--- src/rtl/fifo_pkg.sv ---
// Shared definitions for the parametrised synchronous FIFO: default sizing,
// address/count width derivation and the per-cycle operation encoding.
package fifo_pkg;

    localparam int DEF_WIDTH = 8;
    localparam int DEF_DEPTH = 16;

    // Per-cycle accepted operation, encoded as {write_accepted, read_accepted}.
    typedef enum logic [1:0] {
        OP_IDLE  = 2'b00,
        OP_READ  = 2'b01,
        OP_WRITE = 2'b10,
        OP_BOTH  = 2'b11
    } fifo_op_e;

    // Ceiling log2, usable in parameter expressions (clog2(1) = 0).
    function automatic int clog2(input int value);
        int result;
        result = 0;
        for (int v = value - 1; v > 0; v = v >> 1) begin
            result = result + 1;
        end
        return result;
    endfunction

    // True when value is a non-zero power of two.
    function automatic bit is_pow2(input int value);
        return (value >= 1) && ((value & (value - 1)) == 0);
    endfunction

endpackage

--- src/rtl/fifo_ram.sv ---
// Simple dual-port DEPTH x WIDTH memory: synchronous write port and a
// registered read port. The read register is the FIFO's Data_out, so it is
// cleared by reset and holds its value when no read is enabled.
module fifo_ram #(
    parameter int WIDTH = 8,
    parameter int DEPTH = 16,
    parameter int AW    = 4
) (
    input  logic             clk,
    input  logic             rst,
    input  logic             wr_en_i,
    input  logic [AW-1:0]    wr_addr_i,
    input  logic [WIDTH-1:0] wr_data_i,
    input  logic             rd_en_i,
    input  logic [AW-1:0]    rd_addr_i,
    output logic [WIDTH-1:0] rd_data_o
);

    logic [WIDTH-1:0] mem [DEPTH];
    logic [WIDTH-1:0] rd_data_q;

    // Write port: contents are never cleared, only overwritten.
    always_ff @(posedge clk) begin
        if (wr_en_i) begin
            mem[wr_addr_i] <= wr_data_i;
        end
    end

    // Read port: read-before-write, so a same-address write in the same
    // cycle (full FIFO, simultaneous read and write) returns the old word.
    always_ff @(posedge clk) begin
        if (rst) begin
            rd_data_q <= '0;
        end else if (rd_en_i) begin
            rd_data_q <= mem[rd_addr_i];
        end
    end

    assign rd_data_o = rd_data_q;

endmodule

--- src/rtl/fifo_buffer_param.sv ---
// Parametrised synchronous FIFO. Holds the read/write pointers, occupancy
// count and sticky error flags; storage and the registered read data live
// in fifo_ram. Status flags are decoded straight from the registered count.
module fifo_buffer_param
    import fifo_pkg::*;
#(
    parameter int WIDTH    = DEF_WIDTH,
    parameter int DEPTH    = DEF_DEPTH,
    parameter int AF_LEVEL = DEPTH - 2,
    parameter int AE_LEVEL = 2
) (
    input  logic                     clk,
    input  logic                     rst,
    input  logic                     write_to_stack,
    input  logic                     read_from_stack,
    input  logic [WIDTH-1:0]         Data_in,
    output logic [WIDTH-1:0]         Data_out,
    output logic                     data_valid,
    output logic                     full,
    output logic                     empty,
    output logic                     almost_full,
    output logic                     almost_empty,
    output logic [clog2(DEPTH):0]    count,
    output logic                     overflow,
    output logic                     underflow
);

    localparam int AW = clog2(DEPTH);
    localparam int CW = AW + 1;

    localparam logic [CW-1:0] DEPTH_CNT = CW'(DEPTH);
    localparam logic [CW-1:0] AF_CNT    = CW'(AF_LEVEL);
    localparam logic [CW-1:0] AE_CNT    = CW'(AE_LEVEL);

    // Reject illegal configurations at elaboration time.
    generate
        if (!is_pow2(DEPTH) || DEPTH < 2) begin : g_err_depth
            $error("fifo_buffer_param: DEPTH must be a power of two and at least 2");
        end
        if (WIDTH < 1) begin : g_err_width
            $error("fifo_buffer_param: WIDTH must be at least 1");
        end
        if (AE_LEVEL < 0 || AE_LEVEL >= AF_LEVEL || AF_LEVEL > DEPTH) begin : g_err_levels
            $error("fifo_buffer_param: need 0 <= AE_LEVEL < AF_LEVEL <= DEPTH");
        end
    endgenerate

    logic [AW-1:0] wr_ptr_q, wr_ptr_d;
    logic [AW-1:0] rd_ptr_q, rd_ptr_d;
    logic [CW-1:0] count_q, count_d;
    logic          data_valid_q;
    logic          overflow_q, overflow_d;
    logic          underflow_q, underflow_d;

    logic     full_w;
    logic     empty_w;
    logic     wr_ok;
    logic     rd_ok;
    fifo_op_e op_sel;

    assign full_w  = (count_q == DEPTH_CNT);
    assign empty_w = (count_q == '0);

    // Accept decisions on pre-edge state. A write to a full FIFO is allowed
    // only alongside a read, which frees the slot being overwritten. A read
    // never falls through from a same-cycle write into an empty FIFO.
    // Requests coincident with reset are ignored.
    assign wr_ok  = !rst && write_to_stack && (!full_w || read_from_stack);
    assign rd_ok  = !rst && read_from_stack && !empty_w;
    assign op_sel = fifo_op_e'({wr_ok, rd_ok});

    // Next-state for pointers, occupancy and sticky error flags.
    always_comb begin
        wr_ptr_d    = wr_ptr_q;
        rd_ptr_d    = rd_ptr_q;
        count_d     = count_q;
        overflow_d  = overflow_q;
        underflow_d = underflow_q;

        if (wr_ok) begin
            wr_ptr_d = wr_ptr_q + AW'(1);
        end
        if (rd_ok) begin
            rd_ptr_d = rd_ptr_q + AW'(1);
        end

        unique case (op_sel)
            OP_WRITE: count_d = count_q + CW'(1);
            OP_READ:  count_d = count_q - CW'(1);
            default:  count_d = count_q;
        endcase

        if (write_to_stack && !wr_ok) begin
            overflow_d = 1'b1;
        end
        if (read_from_stack && !rd_ok) begin
            underflow_d = 1'b1;
        end
    end

    // Control state registers; reset discards all stored data.
    always_ff @(posedge clk) begin
        if (rst) begin
            wr_ptr_q     <= '0;
            rd_ptr_q     <= '0;
            count_q      <= '0;
            data_valid_q <= 1'b0;
            overflow_q   <= 1'b0;
            underflow_q  <= 1'b0;
        end else begin
            wr_ptr_q     <= wr_ptr_d;
            rd_ptr_q     <= rd_ptr_d;
            count_q      <= count_d;
            data_valid_q <= rd_ok;
            overflow_q   <= overflow_d;
            underflow_q  <= underflow_d;
        end
    end

    fifo_ram #(
        .WIDTH (WIDTH),
        .DEPTH (DEPTH),
        .AW    (AW)
    ) u_ram (
        .clk       (clk),
        .rst       (rst),
        .wr_en_i   (wr_ok),
        .wr_addr_i (wr_ptr_q),
        .wr_data_i (Data_in),
        .rd_en_i   (rd_ok),
        .rd_addr_i (rd_ptr_q),
        .rd_data_o (Data_out)
    );

    assign data_valid   = data_valid_q;
    assign count        = count_q;
    assign full         = full_w;
    assign empty        = empty_w;
    assign almost_full  = (count_q >= AF_CNT);
    assign almost_empty = (count_q <= AE_CNT);
    assign overflow     = overflow_q;
    assign underflow    = underflow_q;

endmodule
--- config.mk ---
export PLATFORM = sky130hd
export DESIGN_NAME = fifo_buffer_param
export DESIGN_NICKNAME = d
export VERILOG_FILES = /design/src/rtl/fifo_pkg.sv /design/src/rtl/fifo_ram.sv /design/src/rtl/fifo_buffer_param.sv
export SDC_FILE = /design/constraint.sdc
export NUM_CORES = 1
export LEC_CHECK = 0
export BUFFER_PORTS_ARGS = -buffer_cell sky130_fd_sc_hd__buf_2
export CORE_MARGIN = 5
export CORE_UTILIZATION = 65
export DETAILED_ROUTE_END_ITERATION = 7
export PLACE_DENSITY_LB_ADDON = 0.3
export SYNTH_ARGS = -nofsm -noshare
export SYNTH_HDL_FRONTEND = slang
export SYNTH_SLANG_ARGS = --single-unit
--- constraint.sdc ---
create_clock -name clk -period 4.7 [get_ports clk]
set_input_delay 0.705 -clock clk [delete_from_list [all_inputs] [get_ports clk]]
set_output_delay 0.705 -clock clk [all_outputs]
set_load 0.05 [all_outputs]
==> impl_metrics.env, run 1 <==
export IMPL_cts_path_max_buffers=2
export IMPL_r2r_cells=9
export IMPL_crit_start="count[0]"
export IMPL_slew_headroom_pct=20.4
export IMPL_crit_family="simple AND/OR/NAND/NOR gates"
export IMPL_cts_root_buffer="clkbuf_8"
export IMPL_drtIter0Drc=267
export IMPL_drtAntennaViolNets=0
export IMPL_rsz0062_at_grt="false"
export IMPL_ys_warn_count=0
export IMPL_multiInputGateArea_um2=1710
export IMPL_outcome="finished, final reports clean"
export IMPL_slew_violations=0
export IMPL_crit_slowest_cell="or4_1"
export IMPL_r2r_end="count[4]"
export IMPL_clk_pin_slew_ns=0.07
export IMPL_fin_nets=441
export IMPL_min_period_ns=3.23
export IMPL_synth_distinct_cells=44
export IMPL_routedWlPerCell_um=22.3
export IMPL_r2r_start="count[0]"
export IMPL_h_tree_depth=4
export IMPL_avgSynthCellArea_um2=16.0
export IMPL_viasPerCell=6.29
export IMPL_finalSetupTns_ns=0
export IMPL_syn_cell_area_um2=6170
export IMPL_grt_ovfl_total=0
export IMPL_synthTopCellsByCount="128 x edfxtp_1, 47 x mux2i_1, 40 x nor2_1"
export IMPL_post_cts_resized=0
export IMPL_worstSkewPairLatency_ns=0.52
export IMPL_report_final_hold_viol_count=0
export IMPL_wl_mm=12.5
export IMPL_pin_count=32
export IMPL_synth_adder_area_share_pct=2.15
export IMPL_numCtsBuffers=17
export IMPL_yosysTopAreaCell="edfxtp_1"
export IMPL_path_cells="or4_1 > o21ai_4 > nor2_1 > ha_1 > fa_1 > a21o_1 > a21oi_1 > mux2i_1 > mux2_2"
export IMPL_synth_xor_area_share_pct=1.28
export IMPL_first_global_vias=3424
export IMPL_cap_violations=0
export IMPL_fill_cells=542
export IMPL_synth_edf_count=128
export IMPL_core_area_um2=9240
export IMPL_worst_path_buf_inv=0
export IMPL_netlist_top_cells_area="edfxtp_1 62%, dfxtp_1 7.8%, mux2i_1 7.6%, mux4_1 3.8%, nor2_1 2.4%"
export IMPL_num_vias=3526
export IMPL_path_depth=9
export IMPL_gp_congestion=0.865
export IMPL_syn_to_final_growth_pct=14.2
export IMPL_syn_inst=385
export IMPL_rrSetupSlack_ns=1.47
export IMPL_synth_seq_cells=152
export IMPL_synth_simple_area_share_pct=5.62
export IMPL_io_buffers=31
export IMPL_synth_top_family_by_area="multiplexers"
export IMPL_hp_class="reg -> reg"
export IMPL_hpwlAfterDp_mm=7.67
export IMPL_synthArstFlopShare_pct=0
export IMPL_drcViolationCount=0
export IMPL_timing_final_crit_share_pct=68.7
export IMPL_row_count=35
export IMPL_crit_required_ns=5.11
export IMPL_synth_nets=407
export IMPL_dieArea_um2=11500
export IMPL_setup_violations=0
export IMPL_register_area_um2=4330
export IMPL_cp_arrival_ns=3.64
export IMPL_clock_sinks=152
export IMPL_max_stage_delay_ns=0.74
export IMPL_finClkSkew_ns=0.0103
export IMPL_grt_util_all_layers_pct=23.0
export IMPL_dieHeight_um=107
export IMPL_peakVddDrop_mv=0.527
export IMPL_crit_type="reg -> reg"
export IMPL_path_max_fanout=7
export IMPL_fmax_ghz=0.310
export IMPL_start_kind="flop"
export IMPL_yosysTopAreaCellShare_pct=62.3
export IMPL_ys_seq_area_share_pct=70.1
export IMPL_start_util_pct=66.8
export IMPL_cts_tree="yes"
export IMPL_drt_pass1_iter_count=5
export IMPL_cp_endpoint="count[4]"
export IMPL_synth_compound_area_share_pct=6.69
export IMPL_power_total_mw=3.29
export IMPL_drive_above_1_share_pct=18.3
export IMPL_grt_first_pass_wirelength_mm=19.2
export IMPL_tightest_slew_ns=1.19
export IMPL_antenna_found_initial=0
export IMPL_leakagePower_nw=2.35
export IMPL_powerDensity_nw_per_um2=468
export IMPL_die_x_um=107
export IMPL_post_cts_buffers=0
export IMPL_synthMuxAreaShare_pct=12.0
export IMPL_antennaDiodeCount=0
export IMPL_grt_max_degree=29
export IMPL_synth_most_common_cell="edfxtp_1"
export IMPL_end_kind="flop"
export IMPL_ys_flop_type="edfxtp_1"
export IMPL_holdBufCountCts=0
## metrics by stage
step / utilization [%] / instance area [um^2] / worst slack [ns] / std cells / hold WS [ns]
2_1_floorplan: - / 6170 / 0.890 / 385 / 0.532
3_3_place_gp: 69.5 / 6420 / 1.49 / 529 / 0.447
3_5_place_dp: 69.5 / 6420 / 1.37 / 529 / 0.454
4_1_cts: 76.2 / 7050 / 1.48 / 561 / 0.470
5_1_grt: 76.2 / 7050 / 1.32 / 561 / 0.494
6_report: 76.2 / 7050 / 1.47 / 561 / 0.472
## layer usage
metal  vias up  routed length, um  track usage (%)
met1      1773               5250             31.3
met2       150               6230             37.0
met3        24                807             5.64
met5         -                  0                0
met4         0                245             7.30
li1       1579                  -                -
## state kept, by name, summed over array words and instances, names as in the netlist
| name | count |
|---|---|
| rd_ptr_q | 4 |
| wr_ptr_q | 4 |
| u_ram.rd_data_o | 8 |
| overflow | 1 |
| underflow | 1 |
| count | 5 |
| u_ram.mem | 128 |
| data_valid | 1 |
## area by class of cell
class                      instances  area share [%]
tap                              129            2.29
inverter                           5           0.266
multi-input combinational        206            24.3
sequential                       152            61.4
timing repair buffer              37            2.84
clock inverter                    15            3.04
clock buffer                      17            5.88
## report_power, final
group / internal, mW / switching (mW)
Clock: 0.875 / 0.559
Combinational: 0.103 / 0.226
Sequential: 1.49 / 0.0399
## worst min-delay path: cells and delay by family (launching register included)
kind | cells | cell delay [ns]
flops | 1 | 0.33
simple gates | 1 | 0.07
compound gates | 1 | 0.04
## cell usage in the layout, fill, tap and decap left out, drive strengths merged, types with 6 or more instances in the layout
cell	Yosys	routed
inv	5	11
a2111oi	7	7
o22ai	22	22
mux2i	47	47
clkbuf	4	17
nor2	40	40
nor3	6	6
nand2	7	7
ha	9	9
a211oi	8	8
a21oi	6	6
edfxtp	128	128
buf	18	37
xor2	6	6
mux4	10	10
dfxtp	24	24
## logic make-up after synthesis
| logic type | after synthesis |
|---|---|
| DFF | 152 |
| and+or+nand+nor | 73 |
| muxes | 58 |
| AOI/OAI and AO/OA | 56 |
| buffers and inverters | 27 |
| adders and majority gates | 10 |
| xor gates and xnor gates | 9 |
## worst min path at each step
stage	startpoint	end	cells past startpoint
6_report	overflow	overflow	2
4_1_cts	overflow	overflow	2
3_3_place_gp	underflow	underflow	2
3_5_place_dp	overflow	overflow	2
2_1_floorplan	wr_ptr_q[1]	wr_ptr_q[1]	2
5_1_grt	overflow	overflow	2
Note: power is estimated with default switching activity, not from simulation.
==> run 2, diff against run 1 <==
--- a/config.mk
+++ b/config.mk
@@ -7,7 +7,7 @@
 export LEC_CHECK = 0
 export BUFFER_PORTS_ARGS = -buffer_cell sky130_fd_sc_hd__buf_2
 export CORE_MARGIN = 5
-export CORE_UTILIZATION = 65
+export CORE_UTILIZATION = 60
 export DETAILED_ROUTE_END_ITERATION = 7
 export PLACE_DENSITY_LB_ADDON = 0.3
 export SYNTH_ARGS = -nofsm -noshare
==> constraint.sdc (replaced) <==
create_clock -name clk -period 3.2 [get_ports clk]
set_input_delay 0.48 -clock clk [delete_from_list [all_inputs] [get_ports clk]]
set_output_delay 0.48 -clock clk [all_outputs]
set_load 0.05 [all_outputs]
==> run 2 against run 1 <==
Against the previous run:
- via count decreased by 2.7%
- sequential cell count unchanged
- die area is 7.5% higher
- largest cell class unchanged
- critical path type unchanged
- core utilization down 6.6 points
- maximum frequency rose by 8.6%
==> impl_metrics.env, run 2 (synthesis gave the netlist of run 1 again) <==
export IMPL_outcome="finished, final reports clean"
export IMPL_final_util_pct=69.6
export IMPL_crit_required_ns=3.61
export IMPL_rrSetupSlack_ns=0.22
export IMPL_syn_to_final_growth_pct=14.9
export IMPL_worst_path_buf_inv=0
export IMPL_cp_arrival_ns=3.38
export IMPL_final_cells=581
export IMPL_setup_slack_ns=0.225
export IMPL_internal_power_mw=3.46
export IMPL_io_buffers=31
export IMPL_share_seq_of_total_power_pct=48.5
export IMPL_r2r_start="count[2]"
export IMPL_r2r_cells=9
export IMPL_gp_congestion=0.802
export IMPL_leakagePower_nw=2.38
export IMPL_die_x_um=111
export IMPL_grt_max_degree=42
export IMPL_rsz0062_at_grt="false"
export IMPL_cts_tree="yes"
export IMPL_crit_family="adder cells"
export IMPL_wl_mm=12.2
export IMPL_cap_violations=0
export IMPL_hpwlAfterDp_mm=7.68
export IMPL_clock_sinks=152
export IMPL_place_ws_ns=0.245
export IMPL_largest_register="u_ram.mem"
export IMPL_power_switching_mw=1.14
export IMPL_drcViolationCount=0
export IMPL_drtAntennaViolNets=0
export IMPL_register_area_um2=4330
export IMPL_dieArea_um2=12400
export IMPL_grt_util_all_layers_pct=20.2
export IMPL_start_kind="flop"
export IMPL_crit_start="count[2]"
export IMPL_final_common_cell="edfxtp_1"
export IMPL_p_sw_share_pct=24.8
export IMPL_min_period_ns=2.98
export IMPL_antenna_found_initial=0
export IMPL_layout_common_cells="128 x edfxtp_1, 47 x mux2i_1, 40 x nor2_1"
export IMPL_place_inst=549
export IMPL_finalSetupTns_ns=0
export IMPL_first_global_vias=3384
export IMPL_fmax_ghz=0.336
export IMPL_hp_class="in -> reg"
export IMPL_largest_reg_flops=128
export IMPL_tightest_slew_ns=0.910
export IMPL_cts_path_max_buffers=2
export IMPL_slew_violations=0
export IMPL_grt_first_pass_wirelength_mm=18.8
export IMPL_post_cts_resized=0
export IMPL_fill_cells=659
export IMPL_setup_violations=0
export IMPL_path_max_fanout=7
export IMPL_post_cts_buffers=0
export IMPL_finClkSkew_ns=0.00809
export IMPL_h_tree_depth=4
export IMPL_placed_cell_area_um2=6540
export IMPL_slew_headroom_pct=39.1
export IMPL_drtIter0Drc=286
export IMPL_pin_count=32
export IMPL_crit_slowest_cell="or4_1"
export IMPL_peakVddDrop_mv=0.579
export IMPL_max_stage_delay_ns=0.57
export IMPL_dieHeight_um=111
export IMPL_end_kind="flop"
export IMPL_clkPwrFrac_pct=40.2
export IMPL_path_cells="or4_1 > o21ai_4 > nor2_1 > ha_1 > fa_1 > a21o_1 > a21oi_1 > mux2i_1 > mux2_2"
export IMPL_cts_root_buffer="clkbuf_8"
export IMPL_clk_pin_slew_ns=0.06
export IMPL_crit_type="reg -> reg"
export IMPL_drive_above_1_share_pct=19.8
export IMPL_p_comb_share_pct=11.3
export IMPL_drt_pass1_iter_count=4
export IMPL_routedWlPerCell_um=20.9
export IMPL_numCtsBuffers=17
export IMPL_row_count=37
export IMPL_cp_endpoint="count[4]"
export IMPL_powerDensity_nw_per_um2=649
export IMPL_viasPerCell=5.91
export IMPL_r2r_end="count[4]"
export IMPL_num_vias=3431
export IMPL_core_area_um2=10200
export IMPL_power_total_mw=4.60
export IMPL_grt_ovfl_total=0
export IMPL_timing_final_crit_share_pct=93.0
export IMPL_multiInputGateArea_um2=1710
export IMPL_holdBufCountCts=0
export IMPL_report_final_hold_viol_count=0
export IMPL_path_depth=9
export IMPL_fin_nets=454
export IMPL_worstSkewPairLatency_ns=0.51
export IMPL_design_area_um2=7090
export IMPL_antennaDiodeCount=0
export IMPL_hold_ws_ns=0.273
export IMPL_start_util_pct=60.6
## run 2: layout make-up
| class | instances | area share, % |
|---|---|---|
| Sequential cell | 152 | 61.0 |
| Multi-Input combinational cell | 206 | 24.2 |
| Clock buffer | 19 | 5.95 |
| Timing Repair Buffer | 50 | 4.38 |
| Tap cell | 136 | 2.40 |
| Clock inverter | 13 | 1.84 |
| Inverter | 5 | 0.265 |
## run 2: worst min-delay path by stage
stage                     cells after the start  slack [ns]     endpoint       startpoint
after global routing                          3        0.31   data_valid  read_from_stack
after global placement                        2        0.45    underflow        underflow
after CTS                                     3        0.27     overflow   write_to_stack
final                                         3        0.27     overflow   write_to_stack
after floorplan                               2        0.53  wr_ptr_q[1]      wr_ptr_q[1]
after detailed placement                      2        0.46    underflow        underflow
## run 2: worst register-to-register path, delay by kind of cell, from the launching register on
family	cells	cell delay, ns
muxes	2	0.56
adders and majority gates	2	0.71
AOI/OAI and AO/OA	3	0.58
DFF	1	0.38
and+or+nand+nor	2	0.64
## run 2: power groups by stage
stage / sequential, mW / combinational (mW) / clock, mW
final: 2.23 / 0.520 / 1.85
after global routing: 2.24 / 0.554 / 1.97
after CTS: 2.23 / 0.520 / 1.86
after detailed placement: 2.27 / 0.516 / 0
after global placement: 2.27 / 0.508 / 0
after floorplan: 2.36 / 0.285 / 0
## run 2: metal layers
layer  up-vias  track usage, %  wire (um)
li1       1597               -          -
met1      1700            28.0       5210
met2       121            33.1       6050
met3        13            4.24        769
met4         0            5.11        134
met5         -               0          0
